<file path="src/rtl/lsu_pkg.sv">
// Shared definitions for the load/store unit: state codes, RV32I funct3 sizes
// and access-legality helpers.
package lsu_pkg;

  localparam int unsigned WORD_AW = 6;

  typedef logic [1:0] state_t;
  localparam state_t IDLE = 2'd0;
  localparam state_t RD   = 2'd1;
  localparam state_t WR   = 2'd2;
  localparam state_t RESP = 2'd3;

  localparam logic [2:0] F3_B  = 3'b000;
  localparam logic [2:0] F3_H  = 3'b001;
  localparam logic [2:0] F3_W  = 3'b010;
  localparam logic [2:0] F3_BU = 3'b100;
  localparam logic [2:0] F3_HU = 3'b101;

  // Stores have no unsigned variants, so funct3[2] is illegal on a store.
  function automatic logic f3_illegal(input logic [2:0] f3, input logic we);
    logic bad;
    bad = 1'b0;
    case (f3)
      F3_B, F3_H, F3_W, F3_BU, F3_HU: bad = 1'b0;
      default:                        bad = 1'b1;
    endcase
    return bad | (we & f3[2]);
  endfunction

  function automatic logic f3_misaligned(input logic [2:0] f3, input logic [1:0] off);
    logic bad;
    bad = 1'b0;
    if (f3[1:0] == 2'b01)
      bad = off[0];
    else if (f3[1:0] == 2'b10)
      bad = (off != 2'b00);
    return bad;
  endfunction

endpackage

</file>
<file path="src/rtl/lsu_extract_merge.sv">
// Combinational lane logic: sub-word load select/extend and sub-word store
// merge into an existing memory word.
module lsu_extract_merge
  import lsu_pkg::*;
(
  input  logic [31:0] word,
  input  logic [31:0] wdata,
  input  logic [1:0]  offset,
  input  logic [2:0]  funct3,
  output logic [31:0] load_data,
  output logic [31:0] merged
);

  logic [7:0]  byte_sel;
  logic [15:0] half_sel;

  always_comb begin
    byte_sel = word[{offset, 3'b000} +: 8];
    half_sel = offset[1] ? word[31:16] : word[15:0];
  end

  always_comb begin
    load_data = '0;
    case (funct3)
      F3_B:    load_data = {{24{byte_sel[7]}}, byte_sel};
      F3_BU:   load_data = {24'h0, byte_sel};
      F3_H:    load_data = {{16{half_sel[15]}}, half_sel};
      F3_HU:   load_data = {16'h0, half_sel};
      default: load_data = word;
    endcase
  end

  // Halfwords align to offset[1]; offset[0] is ignored here by design.
  always_comb begin
    merged = word;
    case (funct3[1:0])
      2'b00: merged[{offset, 3'b000} +: 8] = wdata[7:0];
      2'b01: begin
        if (offset[1])
          merged[31:16] = wdata[15:0];
        else
          merged[15:0]  = wdata[15:0];
      end
      default: merged = wdata;
    endcase
  end

endmodule

</file>
<file path="src/rtl/lsu_mem_stage.sv">
// RV32I load/store unit in front of a 64x32 word memory; sub-word stores use
// read-modify-write. Define LSU_MISALIGN_TRAP_EN to trap misaligned H/W accesses.
module lsu_mem_stage
  import lsu_pkg::*;
#(
  parameter int ADDR_W = 8,
  parameter int DATA_W = 32
) (
  input  logic              clk,
  input  logic              rst_n,
  input  logic              req_valid,
  output logic              req_ready,
  input  logic              req_we,
  input  logic [2:0]        req_funct3,
  input  logic [ADDR_W-1:0] req_addr,
  input  logic [DATA_W-1:0] req_wdata,
  output logic              resp_valid,
  output logic [DATA_W-1:0] resp_rdata,
  output logic              resp_err,
  output logic              mem_re,
  output logic              mem_we,
  output logic [ADDR_W-3:0] mem_addr,
  output logic [DATA_W-1:0] mem_wdata,
  input  logic [DATA_W-1:0] mem_rdata
);

  state_t            state;
  logic [ADDR_W-1:0] addr_q;
  logic [2:0]        f3_q;
  logic              we_q;
  logic [DATA_W-1:0] wdata_q;
  logic [DATA_W-1:0] merge_q;

  logic              req_bad;
  logic              req_sub_store;
  logic [31:0]       load_data;
  logic [31:0]       merged;

  lsu_extract_merge u_lanes (
    .word      (mem_rdata),
    .wdata     (wdata_q),
    .offset    (addr_q[1:0]),
    .funct3    (f3_q),
    .load_data (load_data),
    .merged    (merged)
  );

  always_comb begin
`ifdef LSU_MISALIGN_TRAP_EN
    req_bad = f3_illegal(req_funct3, req_we) | f3_misaligned(req_funct3, req_addr[1:0]);
`else
    req_bad = f3_illegal(req_funct3, req_we);
`endif
    req_sub_store = req_we && (req_funct3 != F3_W);
  end

  always_ff @(posedge clk) begin
    if (!rst_n) begin
      state      <= IDLE;
      addr_q     <= '0;
      f3_q       <= '0;
      we_q       <= 1'b0;
      wdata_q    <= '0;
      merge_q    <= '0;
      resp_rdata <= '0;
      resp_err   <= 1'b0;
    end else begin
      case (state)
        IDLE: begin
          if (req_valid) begin
            addr_q  <= req_addr;
            f3_q    <= req_funct3;
            we_q    <= req_we;
            wdata_q <= req_wdata;
            if (req_bad) begin
              resp_rdata <= '0;
              resp_err   <= 1'b1;
              state      <= RESP;
            end else if (!req_we || req_sub_store) begin
              state <= RD;
            end else begin
              state <= WR;
            end
          end
        end
        RD: begin
          if (!we_q) begin
            resp_rdata <= load_data;
            resp_err   <= 1'b0;
            state      <= RESP;
          end else begin
            merge_q <= merged;
            state   <= WR;
          end
        end
        WR: begin
          resp_rdata <= '0;
          resp_err   <= 1'b0;
          state      <= RESP;
        end
        default: state <= IDLE;
      endcase
    end
  end

  // Memory strobes are qualified by rst_n so a reset mid-RMW never writes.
  always_comb begin
    req_ready  = (state == IDLE);
    resp_valid = (state == RESP);
    mem_re     = rst_n && (state == RD);
    mem_we     = rst_n && (state == WR);
    mem_addr   = '0;
    mem_wdata  = '0;
    if (state == RD || state == WR)
      mem_addr = addr_q[ADDR_W-1:2];
    if (state == WR)
      mem_wdata = (f3_q == F3_W) ? wdata_q : merge_q;
  end

endmodule

</file>
<file path="config.mk">
export PLATFORM = sky130hd
export DESIGN_NAME = lsu_mem_stage
export DESIGN_NICKNAME = d
export VERILOG_FILES = /design/src/rtl/lsu_pkg.sv /design/src/rtl/lsu_extract_merge.sv /design/src/rtl/lsu_mem_stage.sv
export SDC_FILE = /design/constraint.sdc
export NUM_CORES = 1
export LEC_CHECK = 0
export BUFFER_PORTS_ARGS = -buffer_cell sky130_fd_sc_hd__buf_2
export CAP_MARGIN = 40
export CELL_PAD_IN_SITES_DETAIL_PLACEMENT = 1
export CELL_PAD_IN_SITES_GLOBAL_PLACEMENT = 1
export CORE_ASPECT_RATIO = 0.7
export CORE_UTILIZATION = 41
export DETAILED_ROUTE_END_ITERATION = 6
export PLACE_DENSITY_LB_ADDON = 0.1
export SETUP_SLACK_MARGIN = 0.2
export SLEW_MARGIN = 30
export SYNTH_ARGS = -nofsm -noshare
export SYNTH_HDL_FRONTEND = slang
export SYNTH_SLANG_ARGS = --single-unit
</file>
<file path="constraint.sdc">
create_clock -name clk -period 5.5 [get_ports clk]
set_input_delay 0.55 -clock clk [delete_from_list [all_inputs] [get_ports clk]]
set_output_delay 0.55 -clock clk [all_outputs]
set_load 0.02 [all_outputs]
</file>
==> results of run 1 <==
## cells in the mapped netlist, types with 9 or more instances
cell type	instances
nand2_1	183
dfxtp_1	111
a21oi_1	78
clkbuf_1	42
nor2_1	36
o21ai_0	35
a221oi_1	33
a21boi_0	26
o2bb2ai_1	23
a22o_1	20
mux2i_1	13
and2_1	12
buf_2	10
inv_1	10
ha_1	9
## through the flow
step,worst slack [ps],hold slack (ps)
after global placement,2463,438.8
after floorplan,3203,431.7
after CTS,2349,421.2
after detailed placement,2780,444.7
final,2725,429.0
after global routing,2583,425.1
## critical path, stage by stage (launching register included)
cell and delay (ps):
dfxtp_1 620, inv_1 200, ha_1 410, nor4bb_2 730
a221oi_1 180, a211o_1 390, a21oi_1 170
## routing by layer
layer  GRT usage (%)  up-vias  share of wire [%]  wire (um)
met5               0        -                  0          0
met4           10.07        0                2.3        501
met3           5.768       36                6.4       1374
met2           48.35      228                 44       9557
met1           40.38     2927                 47      10060
li1                -     2855                  -          -
## flip-flops by register name, indices dropped and copies added, names as in the netlist
signal and flops:
wdata_q 32, resp_err 1, merge_q 32, we_q 1
f3_q 3, state 2, resp_rdata 32, addr_q 8
## power by group through the flow
stage | Sequential, uW | Combinational [uW] | Clock, uW
5_1_grt | 1050 | 1140 | 700
6_report | 1040 | 1050 | 658
3_5_place_dp | 1050 | 1030 | 0
3_3_place_gp | 1050 | 987 | 0
4_1_cts | 1030 | 1040 | 671
2_1_floorplan | 1050 | 693 | 0
## cell families after synthesis
logic type | count (synthesis) | synth area share (%)
multiplexers | 20 | 3.606
flip-flops | 111 | 38.35
adder cells (fa/ha/maj) | 9 | 1.943
buffers and inverters | 68 | 4.880
AO/OA/AOI/OAI | 264 | 32.15
AND/OR/NAND/NOR | 261 | 19.07
## path summary, 6_finish.rpt
check	from	end	depth (start not counted)
worst max-delay path	addr_q[0]	merge_q[25]	6
worst min-delay path	req_wdata[19]	wdata_q[19]	3
worst max register to register	addr_q[0]	merge_q[25]	6
worst min register to register	addr_q[3]	addr_q[3]	2
## area by class of cell
type                    instances  area, um^2  share of cell area (%)
clock buffers                  11       242.7                   3.498
clock inverters                 3       45.04                  0.6491
inverters                      11       41.29                  0.5950
multi-input cells             554        3303                   47.60
flip-flops and latches        111        2222                   32.02
well taps                     185       231.5                   3.336
repair buffers                162       853.3                   12.30
==> impl_results.md, run 1 <==
* Status: completed
* Max-cap violations at 0
* Setup crit end kind: flip-flop
* Worst Tran Pin Value at around 800 ps
* Port bufs at between 150 and 200
* CP required at 5780 ps
* Crit path kind: flip-flop to flip-flop
* Post-DR vias/cell at 5.830
* Number of synthesized register bits at ~110
* Starting Density at 42.96%
* Detailed Place HPWL at approximately 16000 um
* Power share of the clock group at 24.0%
* Synth top area cells: dfxtp_1 (38%), nand2_1 (12%), a21oi_1 (6.7%)
* Die area at 14620 um^2
* Post-CTS setup repair buffer count at 0
* Share of layout cells above drive strength 1 at 23.24%
* Syn Inst Count at around 730
* Die Wd at roughly 140 um
* Tcrit/Tclk final at approximately half
* Placed Area at roughly 6600 um^2
* Residual DRC at 0
* Pint at ~1700 uW
* Final Skew at 6.318 ps
* Sequential group share of total power at 37.8%
* Total routed wirelength at between 20000 and 25000 um
* Max VDD drop at just under 0.2 mV
* Area share of the largest cell type after synthesis at between 30% and 40%
* Period minus WS final at approximately 2800 ps
* Post-synth top area cell: dfxtp_1
* Global-route wire length before repair at roughly 33000 um
* Switching part of the total at around 40%
* Count of antenna-violating nets left after detailed routing at 0
* Cts hold-fix bufs at 0
* Largest net degree at the start of global routing at 48
* Placed Cells at between 1k and 1.5k
* Worst hold path type: input pin to flip-flop
* Die Height at ~100 um
* Final instance area at approximately 7000 um^2
* Initial antenna violation count at 0
* All-Layer GR Usage at 30.05%
* DR pass1 iterations at 7
* Ys Warns at 0
* N_diodes at 0
* Net Sw Power at approximately 1100 uW
* Iter 0 DRT Violations at between 400 and 500
* Commonest non-fill, non-tap cell in the layout: nand2_1
* WP data arrival at about 3100 ps
* Post-Syn Area at 5794 um^2
* Core Box Area at roughly 13000 um^2
* CTS Root Cell: clkbuf_16
* Static leakage at ~0.0028 uW
* Startpoint class of the critical path: flip-flop
* Via Count at 6046
* Main synth FF type: dfxtp_1
* Site Rows at 35
* Seq/Total Area, Yosys at 38.35%
* RePlAce Congestion at 0.8585
* Post_cts resized at 0
* CTS tree: done
* Setup-failing EPs final at 0
* Final Slew Violations at 0
* H-Tree Depth at 3
* P&R area growth vs syn at 19.76%
* CTS Buf Count at 9
* Fill cell total of the finished layout at between 1.5k and 2k
* Post-synth ARST share at 0%
* Post-layout instance count excluding filler cells at around 1.0k
* Highest clock rate at between 0.3 and 0.4 GHz
* Syn nets at between 800 and 900
* Reg2reg setup slack at roughly 2700 ps
* Comb power frac at 38.2%
* Vias in the first global route at 6011
* Worst-Skew Late Latency at 350 ps
* WL/cell at 20.73 um
* Post-synth EDFFs at 0
* Clk slew on worst S/H paths at about 70 ps
* Syn avg cell area at 7.905 um^2
* Tot Pwr at between 2000 and 3000 uW
* Most frequent cells in the layout: nand2_1 (182), buf_2 (153), dfxtp_1 (111)
* Clock Sinks at approximately 110
* Util after Layout at between 50 and 60%
* PwrDens at 395.3 nW/um^2
* Crit Path Max Fanout at 14
* Rel. slew slack at between 40 and 50%
* Grt ovf at 0
* Nets@finish at 937
* # IOs at between 150 and 200
* Synth unique cells at 49
* Final hold vios at 0
* RSZ-0062 raised after global routing: no
* Setup TNS at 0 ps
* Worst-case clock buffer depth at 2
No activity file was read; power rests on OpenSTA's default activity.
==> run 2: changes to the inputs <==
- ABC_AREA: not set -> 1
- CORE_UTILIZATION: 41 -> 37
- clock period: 5.5 -> 2.8 ns (I/O delays scaled with it)
==> run 2 against run 1 <==
Sequential share of layout area down 2.3 points. Design area is 7.9% higher. Register-to-register slack worse by 2100 ps. Critical path type unchanged. Largest cell class unchanged. Highest routed layer unchanged.
==> impl_results.md, run 2 <==
* DR pass1 iterations at 4 (-3)
* CTS Root Cell: clkbuf_16
* Clk slew on worst S/H paths at 80 ps (about the same)
* RSZ-0062 raised after global routing: no
* Slowest stage delay, CP at 410 ps (-320 ps)
* Worst Tran Pin Value at 720.7 ps (-76.42 ps)
* Worst-case clock buffer depth at 2 (unchanged)
* Residual DRC at 0 (unchanged)
* Synth top area cells: dfxtp_1 (36%), o21ai_0 (12%), a21oi_1 (12%)
* Critical-path cell list: inv_1 -> ha_1 -> inv_2 -> nor2_1 -> nor2_2 -> nand3_2 -> inv_2 -> o21ai_0 -> nor2_1
* P&R area growth vs syn at 20.04%
* Sequential group share of total power at 31.5% (-6.3 points)
* Syn Inst Count at 981 (+34%)
* Starting Density at 38.03% (-4.9 points)
* Final Slew Violations at 0 (unchanged)
* Crit Path Max Fanout at 20 (+6)
* Main synth FF type: dfxtp_1
* WL/cell at 17.16 um (-17%)
* Post-place setup slack at 634.1 ps (-2146 ps)
* Top flop regs: merge_q: 32 flops, resp_rdata: 32 flops, wdata_q: 32 flops
* Number of synthesized register bits at 111 (unchanged)
* Final Skew at 7.938 ps (+1.619 ps)
* Static leakage at 0.003474 uW (+23%)
* Max VDD drop at 0.6329 mV (+220%)
* Total routed wirelength at 22860 um (+6.3%)
* N_diodes at 0 (unchanged)
* WP data arrival at 2500 ps (-550 ps)
* Slowest CP cell: nand3_2
* Setup-failing EPs final at 0 (unchanged)
* Commonest cells in the netlist: nand2_1 (190), o21ai_0 (150), a21oi_1 (145), nor2_1 (137), dfxtp_1 (111)
* H-Tree Depth at 3 (unchanged)
* Largest net degree at the start of global routing at 65 (+35%)
* Setup crit end kind: flip-flop
* Hold_ws at 160.8 ps (-268.3 ps)
* Share of layout cells above drive strength 1 at 19.78% (-3.5 points)
* Port bufs at 153 (unchanged)
* Most frequent cells in the layout: nand2_1 (190), buf_2 (153), o21ai_0 (150)
* Crit path kind: flip-flop to flip-flop
* Commonest non-fill, non-tap cell in the layout: nand2_1
* All-Layer GR Usage at 26.88% (-3.2 points)
* Cts hold-fix bufs at 0 (unchanged)
* Syn avg cell area at 6.357 um^2 (-20%)
* Post-DR vias/cell at 5.227 (-10%)
* Via Count at 6962 (+15%)
* Post-synth top area cell: dfxtp_1
* RePlAce Congestion at 0.8714 (+1.5%)
* Die Wd at 157.2 um (+9.1%)
* # IOs at 154 (unchanged)
* Iter 0 DRT Violations at 424 (-3.0%)
* Net Sw Power at 3264 uW (+200%)
* PnR worst setup slack at 593.1 ps (-2132 ps)
* Startpoint class of the critical path: flip-flop
* Status: completed
* Post-Syn Area at 6236 um^2 (+7.6%)
* Synth unique cells at 31 (-37%)
* Grt ovf at 0 (unchanged)
* Seq/Total Area, Yosys at 35.63% (-2.7 points)
* Tot Pwr at 7033 uW (+160%)
* Period minus WS final at 2207 ps (-567.8 ps)
* Nets@finish at 1190 (+27%)
* Clock Sinks at 111 (unchanged)
* Site Rows at 39 (+11%)
* PwrDens at 939.5 nW/um^2 (+140%)
* Syn nets at 1069 (+30%)
* Switching part of the total at 46.41% (+6.6 points)
* Power share of the clock group at 22.0% (-2.0 points)
* Post-synth ARST share at 0% (unchanged)
* Die Height at 110.6 um (+9.0%)
* CTS tree: done
* Tcrit/Tclk final at 78.82% (+28 points)
* Final hold vios at 0 (unchanged)
* Critical path buffers and inverters at 3 (+2)
* Die area at 17390 um^2 (+19%)
* Rel. slew slack at 51.88% (+5.8 points)
* Setup TNS at 0 ps (unchanged)
* Top-count cell post-synth: nand2_1
* Worst hold path type: input pin to flip-flop
* Global-route wire length before repair at 36140 um (+8.1%)
* Ys Warns at 0 (unchanged)
* CP required at 3090 ps (-2690 ps)
* Vias in the first global route at 6570 (+9.3%)
* Core Box Area at 16400 um^2 (+22%)
* CTS Buf Count at 9 (unchanged)
* Post-synth EDFFs at 0 (unchanged)
* Comb power frac at 46.5% (+8.3 points)
* Highest clock rate at 0.4531 GHz (+26%)
* Initial antenna violation count at 0 (unchanged)
* Worst-Skew Late Latency at 370 ps (+20 ps)
* Detailed Place HPWL at 16960 um (+9.0%)
* Post-CTS setup repair buffer count at 0 (unchanged)
* CP delay by family, top: simple AND/OR/NAND/NOR gates
* Area share of the largest cell type after synthesis at 35.63% (-2.7 points)
* Post_cts resized at 0 (unchanged)
* Count of antenna-violating nets left after detailed routing at 0 (unchanged)
* Pint at 3769 uW (+130%)
* Max-cap violations at 0 (unchanged)
==> run 2: cell count changes after synthesis, sizes merged, moves of 14 or more <==
cell	delta
a21boi	-32
a21oi	+67
a221oi	-33
a22o	-20
inv	+90
nand3	+24
nor2	+109
o211ai	+14
o21ai	+119
o2bb2ai	-23
==> run 2: worst reg2reg max path, stage by stage, from the launching register on <==
cell and delay [ps]:
dfxtp_1 390, inv_1 80, ha_1 260, inv_2 80, nor2_1 60, nor2_2 210, nand3_2 410, inv_2 360
o21ai_0 120, nor2_1 160
==> run 2: power groups by stage <==
stage	clock (uW)	sequential (uW)	combinational, uW
3_5_place_dp	0	2240	3240
6_report	1550	2210	3270
5_1_grt	1640	2260	3660
2_1_floorplan	0	2260	2200
3_3_place_gp	0	2240	3180
4_1_cts	1570	2210	3270
==> run 2: kinds of logic after synthesis <==
logic type	after synthesis	share of synthesized area, %
AO/OA/AOI/OAI	324	26.97
adder cells (fa/ha/maj)	9	1.806
buffers and inverters	161	10.79
flip-flops	111	35.63
AND/OR/NAND/NOR	376	24.80
==> run 2: per-layer routing <==
metal	routed length, um	track usage, %	part of all wire, %	up-vias
met5	0	0	0	-
met4	230	5.566	1.0	0
met3	1102	3.846	4.8	18
met2	9681	39.62	42	169
met1	11840	40.91	52	3337
li1	-	-	-	3438
==> run 2: metrics by stage <==
stage | instances | instance area (um^2) | util [%]
finish | 1332 | 7486 | 45.66
global route | 1332 | 7486 | 45.66
CTS | 1332 | 7486 | 45.66
detailed placement | 1316 | 7132 | 43.50
global placement | 1316 | 7132 | 43.50
floorplan | 981 | 6236 | -
==> run 2: path summary, 6_finish.rpt <==
kind                   from              to  slack [ps]  depth (start not counted)
min reg2reg  resp_rdata[19]  resp_rdata[19]         460                          2
max                state[0]   resp_rdata[3]         590                          9
max reg2reg        state[0]   resp_rdata[3]         590                          9
min             req_addr[2]       addr_q[2]         160                          3
==> run 2: final cells by class <==
class,instances,area (um^2)
clock buffer,9,225.2
clock inverter,7,128.9
fill,2286,8910
inverter,102,389.1
multi-input combinational,709,3341
sequential,111,2222
tap,225,281.5
timing repair buffer,169,898.4
